--- src/rtl/rename_map_table.sv ---
// Register rename map table: per-lane source/destination translation with
// in-group forwarding, plus a circular store of branch checkpoints.
module rename_map_table #(
    parameter int WIDTH    = 2,
    parameter int NUM_AR   = 32,
    parameter int NUM_PR   = 64,
    parameter int NUM_CKPT = 4,
    localparam int PRW     = $clog2(NUM_PR),
    localparam int ARW     = $clog2(NUM_AR),
    localparam int CTW     = $clog2(NUM_CKPT)
) (
    input  logic                      clk,
    input  logic                      reset,
    input  logic                      ext_stall,
    input  logic [WIDTH-1:0]          valid_instr,
    input  logic [WIDTH-1:0][ARW-1:0] rs1,
    input  logic [WIDTH-1:0][ARW-1:0] rs2,
    input  logic [WIDTH-1:0][ARW-1:0] rd,
    input  logic [WIDTH-1:0]          valid_new_rd,
    input  logic [WIDTH-1:0][PRW-1:0] phys_rd,
    input  logic [WIDTH-1:0]          if_checkpoint,
    input  logic                      recall_valid,
    input  logic [CTW-1:0]            recall_tag,
    input  logic                      free_valid,
    output logic [WIDTH-1:0][PRW-1:0] phys_rs1,
    output logic [WIDTH-1:0][PRW-1:0] phys_rs2,
    output logic [WIDTH-1:0][PRW-1:0] old_rd,
    output logic [CTW-1:0]            ckpt_tag,
    output logic                      ckpt_full,
    output logic                      int_stall
);

    localparam int CNW = $clog2(NUM_CKPT + 1);

    typedef logic [NUM_AR-1:0][PRW-1:0] map_t;

    map_t             map_q, map_d;
    map_t             ckpt_q [NUM_CKPT];
    map_t             ckpt_wdata;
    logic             ckpt_we;
    logic [CTW-1:0]   head_q, head_d;
    logic [CTW-1:0]   tail_q, tail_d;
    logic [CNW-1:0]   count_q, count_d;
    logic             ckpt_full_q;
    logic [WIDTH-1:0] lane_wr;
    logic             ckpt_req;
    logic             accept;
    logic             free_ok;

    function automatic logic [CTW-1:0] ptr_inc(input logic [CTW-1:0] p);
        return (p == CTW'(NUM_CKPT - 1)) ? '0 : p + CTW'(1);
    endfunction

    // Number of slots from 'from' up to (not including) 'to', modulo the ring size.
    function automatic logic [CNW-1:0] ptr_dist(input logic [CTW-1:0] from,
                                                 input logic [CTW-1:0] to);
        return (to >= from) ? CNW'(to - from)
                            : CNW'(NUM_CKPT) - CNW'(from) + CNW'(to);
    endfunction

    always_comb begin
        for (int j = 0; j < WIDTH; j++) begin
            lane_wr[j] = valid_instr[j] && valid_new_rd[j] && (rd[j] != '0);
        end
    end

    assign ckpt_req  = |(if_checkpoint & valid_instr);
    assign int_stall = recall_valid || (ckpt_req && ckpt_full_q);
    assign accept    = reset && !ext_stall && !int_stall;
    assign ckpt_tag  = tail_q;
    assign ckpt_full = ckpt_full_q;

    // Older lanes in the same group shadow the registered map; youngest older writer wins.
    always_comb begin
        for (int k = 0; k < WIDTH; k++) begin
            phys_rs1[k] = map_q[rs1[k]];
            phys_rs2[k] = map_q[rs2[k]];
            old_rd[k]   = map_q[rd[k]];
            for (int j = 0; j < k; j++) begin
                if (lane_wr[j] && rd[j] == rs1[k]) phys_rs1[k] = phys_rd[j];
                if (lane_wr[j] && rd[j] == rs2[k]) phys_rs2[k] = phys_rd[j];
                if (lane_wr[j] && rd[j] == rd[k])  old_rd[k]   = phys_rd[j];
            end
        end
    end

    always_comb begin
        // NOTE: blocking assignments here let later lanes see earlier lanes' map writes.
        map_d      = map_q;
        ckpt_wdata = map_q;
        ckpt_we    = 1'b0;
        head_d     = head_q;
        tail_d     = tail_q;
        free_ok    = free_valid && (count_q != '0);
        if (accept) begin
            for (int j = 0; j < WIDTH; j++) begin
                if (lane_wr[j]) map_d[rd[j]] = phys_rd[j];
                if (if_checkpoint[j] && valid_instr[j]) begin
                    ckpt_we    = 1'b1;
                    ckpt_wdata = map_d;
                end
            end
        end
        if (ckpt_we) tail_d = ptr_inc(tail_q);
        if (free_ok) head_d = ptr_inc(head_q);
        count_d = count_q + CNW'(ckpt_we) - CNW'(free_ok);

        // A recall discards the group's own updates; the recalled slot itself stays live.
        if (recall_valid) begin
            map_d   = ckpt_q[recall_tag];
            tail_d  = ptr_inc(recall_tag);
            count_d = ptr_dist(head_q, recall_tag) + CNW'(1);
            head_d  = head_q;
            if (free_valid) begin
                head_d  = ptr_inc(head_q);
                count_d = count_d - CNW'(1);
            end
        end
    end

    always_ff @(posedge clk) begin
        if (!reset) begin
            for (int i = 0; i < NUM_AR; i++) map_q[i] <= PRW'(i);
            head_q      <= '0;
            tail_q      <= '0;
            count_q     <= '0;
            ckpt_full_q <= 1'b0;
        end else begin
            map_q       <= map_d;
            head_q      <= head_d;
            tail_q      <= tail_d;
            count_q     <= count_d;
            ckpt_full_q <= (count_d == CNW'(NUM_CKPT));
        end
    end

    // NOTE: checkpoint storage is not reset; count_q == 0 marks every slot dead.
    always_ff @(posedge clk) begin
        if (ckpt_we) ckpt_q[tail_q] <= ckpt_wdata;
    end

    recall_free_head_a : assert property (@(posedge clk) disable iff (!reset)
        !(recall_valid && free_valid && recall_tag == head_q));

endmodule

--- config.mk ---
export PLATFORM = sky130hd
export DESIGN_NAME = rename_map_table
export DESIGN_NICKNAME = d
export VERILOG_FILES = /design/src/rtl/rename_map_table.sv
export SDC_FILE = /design/constraint.sdc
export NUM_CORES = 2
export LEC_CHECK = 0
export ABC_AREA = 0
export CORE_MARGIN = 10
export CORE_UTILIZATION = 30
export DETAILED_ROUTE_END_ITERATION = 8
export PLACE_DENSITY_LB_ADDON = 0.12
export SETUP_SLACK_MARGIN = 0.1
export SLEW_MARGIN = 20
export SYNTH_ARGS = -nofsm -noshare
export SYNTH_HDL_FRONTEND = slang
export SYNTH_SLANG_ARGS = --single-unit
--- constraint.sdc ---
create_clock -name clk -period 11.01 [get_ports clk]
set_clock_uncertainty 0.1 [all_clocks]
set_input_delay 1.6515 -clock clk [delete_from_list [all_inputs] [get_ports clk]]
set_output_delay 1.6515 -clock clk [all_outputs]
set_load 0.01 [all_outputs]
; Word level (Yosys, flattened, before mapping)
; Memories as Yosys holds them, arrays and structs flattened.
; Index checks and enable logic that the tools add are counted.
[totals]
ff_bits = 200
mem_bits_rw = 768
elab_cells = 136
n_memories = 1
[classes]
addsub = 10
order_cmp = 9
n_eq_ne = 8
muxes = 45
bitwise = 1
reduce_logical = 26
[memory_table]
columns = memory, depth, width, rd, rd_clocked_by_memory_dff, wr, line_no
row1 = ckpt_q, 4, 192, 1, 0, 1, 38  ; map_t ckpt_q [NUM_CKPT];
[ops]
columns = operator, count
row1 = two-way mux 192 bit, 8
row2 = bitwise mux 192 bit, 2
row3 = binary-select mux 6 bit (select 5 bit), 6
row4 = two-way mux 6 bit, 11
row5 = demux 6 bit (select 5 bit), 2
row6 = "< comparator 5 x 6 -> 1 bit, second input constant", 6
row7 = two-way mux 2 bit, 8
row8 = == test 5 bit, 3
row9 = logical AND 1 bit, 15
row10 = ">= comparator 5 x 1 -> 1 bit, second input constant", 2
row11 = nonzero test 5 bit, 2
row12 = two-way mux 3 bit, 3
row13 = "adder 2 x 1 -> 2 bit, second input constant", 3
row14 = "== test 2 bit, second input constant", 3
row15 = nonzero test 2 bit, 3
row16 = two-way mux 1 bit, 5
row17 = adder 3 x 1 -> 3 bit, 1
row18 = "adder 3 x 1 -> 3 bit, second input constant", 1
row19 = adder 3 x 2 -> 3 bit, 1
row20 = "== test 3 bit, second input constant", 1
row21 = nonzero test 3 bit, 1
row22 = subtractor 2 x 2 -> 3 bit, 1
row23 = subtractor 3 x 1 -> 3 bit, 1
row24 = "subtractor 3 x 1 -> 3 bit, second input constant", 1
row25 = other kinds (8), 9

; Logic depth before layout (Yosys ltp)
[depth]
ltp_word = 11
ltp_mapped = 15
mapped_depth_nobuf = 11

; Worst setup path before layout
; No wires, ideal clock.
[synth_timing]
path_kind = input to register
from = input valid_instr[0]
to = memory ckpt_q[0][0] (netlist name), enable pin
setup_ns = 0.577
arrival_time_ns = 7.466
path_slack_ns = 2.867
stages = 7
n_path_buf = 4
cell_sequence = buf_2 -> a22o_1 -> buf_6 -> a211oi_4 -> clkbuf_1 -> clkbuf_1 -> and3_1
[synth_between]
elab_chain_cells = 9
[synth_lines]
columns = element, line_no
row1 = start: declaration, 15  ; input logic [WIDTH-1:0] valid_instr,
row2 = bitwise AND 2 bit, 67  ; assign ckpt_req = |(if_checkpoint & valid_instr);
row3 = OR reduction 2 bit, 67
row4 = logical AND 1 bit, 68  ; assign int_stall = recall_valid || (ckpt_req && ckpt_full_q);
row5 = logical OR 1 bit, 68
row6 = logical NOT 1 bit, 69  ; assign accept = reset && !ext_stall && !int_stall;
row7 = logical AND 1 bit, 69
row8 = two-way mux 1 bit (*), 95  ; if (accept) begin
row9 = two-way mux 1 bit (*), 139  ; if (ckpt_we) ckpt_q[tail_q] <= ckpt_wdata;
row10 = two-way mux 1 bit (not written as such) (*), 139
row11 = end: declaration, 38
; Every way passes the cells marked *; elsewhere a longest branch is shown, timed or not.

==> run_results.csv <==
group,metric,value,unit
logic_synthesis,syn-num-nets,4367,
sta,setup-tns-final,0,ns
floorplanning,dieHeight,445.2,um
logic_synthesis,yosysSeqAreaShare,0.4989,
place,pre_cts_slack,3.676,ns
setup_path,cp_max_fo,19,
power,p_per_area,152.7,nW/um2
drt,drcViolationCount,0,
logic_synthesis,syn_inst,4300,
drt,first_pass_iters,6,
drt,wl,233.8,mm
sta,maxSlewHeadroom,0.1968,
setup_path,cp-end-kind,"output pin",
place,gp_congestion,0.9135,
sta,hold_viol_final,0,
power,worst_ir_drop_vdd,0.0001211,V
cts,clk_pin_slew,0.06,ns
logic_synthesis,synth_top_flop_cell,"edfxtp_1",
sta,fin_crit_sh,0.6595,
cells_and_area,most-common-layout-cells,"768 x edfxtp_1, 380 x mux4_2, 362 x mux2i_1",
run_status,outcome,"complete, no violations",
hold_path,min_path_type,"register to register",
sta,rsz0062_at_grt,"no",
cells_and_area,nNetsFinal,4167,
cells_and_area,multiInputGateArea,25010,um2
cells_and_area,final_util,0.3363,
power,p_leak,19.96,nW
floorplanning,pin_count,95,
logic_synthesis,yosysUniqueCellTypes,78,
floorplanning,core,180400,um2
logic_synthesis,synthArstFlopShare,0,
cts,clk_path_buf_depth,3,
sta,fin_crit,7.261,ns
logic_synthesis,synth-edff-count,768,
sta,tightest_slew,1.200,ns
place,portBuffers,94,
cts,htree_levels,3,
cts,clock_latency,0.78,ns
grt,grt_max_degree,96,
cells_and_area,syn_to_final_growth,11.80,%
cells_and_area,seqCellArea,27070,um2
setup_path,crit_arrival,5.51,ns
setup_path,cp.required,9.26,ns
cts,cts_root_buf,"clkbuf_16",
floorplanning,dieWidth,445.2,um
logic_synthesis,avgSynthCellArea,12.62,um2
floorplanning,rows,156,
setup_path,critPathLaunchType,"primary input",
cts,cts_tree,"built",
cts,clock-sinks,968,
grt,grt_pass1_vias,39337,
cts,holdBufCountCts,0,
place,place_hpwl,152.3,mm
logic_synthesis,ys_ff_latch,968,
setup_path,cp_slowest_cell,"clkdlybuf4s50_1",
floorplanning,start_util,0.3008,
grt,antenna_found_initial,12,
sta,slew_violations,0,
drt,route.antenna.remaining_nets,0,
drt,wl_per_cell,35.60,um
grt,grt_pass1_wl,325.5,mm
logic_synthesis,yosysWarnings,0,
cells_and_area,final_common_cell,"edfxtp_1",
cells_and_area,n_fill_cell,17662,
drt,vias,40637,
logic_synthesis,syn-cell-area,54250,um2
flow_run,maxCapViolCount,0,
setup_path,crit_chain,"clkdlybuf4s50_1, or3_1, o311a_1, nand4_1, nor2_1, a41oi_1, clkdlybuf4s50_1",
logic_synthesis,synth_top_area_share,0.4251,
cts,post_cts_buffers,0,
setup_path,critPathMostFrequentCell,"clkdlybuf4s50_1",
cells_and_area,drive_gt1_frac,0.2081,
logic_synthesis,synth_top_area_cell,"edfxtp_1",
setup_path,slowest_delay,0.92,ns
floorplanning,dieArea,198200,um2
grt,overflow,0,
cts,numCtsBuffers,108,
sta,max_freq,0.1377,GHz
logic_synthesis,synth_area_leaders,"edfxtp_1 43%, mux4_2 16%, dfxtp_1 7.4%",
drt,via_per_inst,6.187,
sta,setup_violations,0,
drt,dr.first_iter.drc_count,4526,
sta,setup_slack,3.749,ns
setup_path,worst-setup-path-type,"primary input to output pin",
cts,post_cts_resized,0,
grt,track_usage,0.2285,
==> final cells by class <==
type / count / area share
Sequential cell: 968 / 0.4463
Tap cell: 2370 / 0.04889
Clock buffer: 155 / 0.04929
Inverter: 51 / 0.003260
Clock inverter: 51 / 0.009304
Antenna cell: 2 / 0.00008252
Multi-Input combinational cell: 2753 / 0.4124
Timing Repair Buffer: 218 / 0.03045
==> cells in the mapped netlist (91+ instances only) <==
cell / count
edfxtp_1: 768
mux4_2: 380
clkbuf_1: 378
mux2i_1: 362
nand2_1: 302
a21oi_1: 224
a22oi_1: 222
dfxtp_1: 200
nor2_1: 145
o21ai_0: 131
mux2_2: 115
a31oi_1: 104
buf_2: 91
==> worst max-delay path: cells and delay by family <==
kind / cells / cell delay (ns)
buffers and inverters: 2 / 1.58
AO/OA/AOI/OAI: 2 / 0.94
AND/OR/NAND/NOR: 3 / 1.32
==> worst paths after layout <==
check                 start              to  slack (ns)  depth (start not counted)
setup / recovery      rd[3]       old_rd[9]        3.75                          7
hold / removal    head_q[0]       head_q[0]        0.46                          2
setup reg to reg  ckpt_full  ckpt_q[0][145]        6.71                          6
hold reg to reg   head_q[0]       head_q[0]        0.46                          2
==> through the flow <==
| step | power, W | area (um2) | hold WS (ns) | std cells |
|---|---|---|---|---|
| after global routing | 0.009577 | 60650 | 0.5131 | 6568 |
| after CTS | 0.009333 | 60610 | 0.4665 | 6565 |
| final | 0.009261 | 60650 | 0.4649 | 6568 |
| after detailed placement | 0.005666 | 57050 | 0.4577 | 6359 |
| after floorplan | 0.005087 | 54250 | 0.4159 | 4300 |
| after global placement | 0.005665 | 57040 | 0.4494 | 6359 |
==> power breakdown <==
group | leakage (nW) | switching [W] | total (W) | internal [W]
Sequential | 8.60 | 0.000235 | 0.00430 | 0.00406
Clock | 1.74 | 0.00155 | 0.00365 | 0.00211
Combinational | 9.62 | 0.000775 | 0.00131 | 0.000538
==> flip-flops by register name (all words and copies together), names as in the netlist <==
register	flops
count_q	3
map_q	192
head_q	2
ckpt_tag	2
ckpt_full	1
ckpt_q	768
==> routing by layer <==
layer	vias up	global-route usage	share of wire
met5	-	0	0.000030
met4	2	0.1008	0.051
met3	519	0.04662	0.078
met2	2119	0.3633	0.46
met1	21228	0.3009	0.41
li1	16769	-	-
==> logic make-up after synthesis <==
group	after synthesis	share of synthesized area
multiplexers	857	0.2484
XOR/XNOR	21	0.003391
adder cells (fa/ha/maj)	12	0.003045
AND/OR/NAND/NOR	816	0.07215
buffers and inverters	579	0.04299
AO/OA/AOI/OAI	1047	0.1311
flip-flops	968	0.4989
Note: power is estimated with default switching activity, not from simulation.
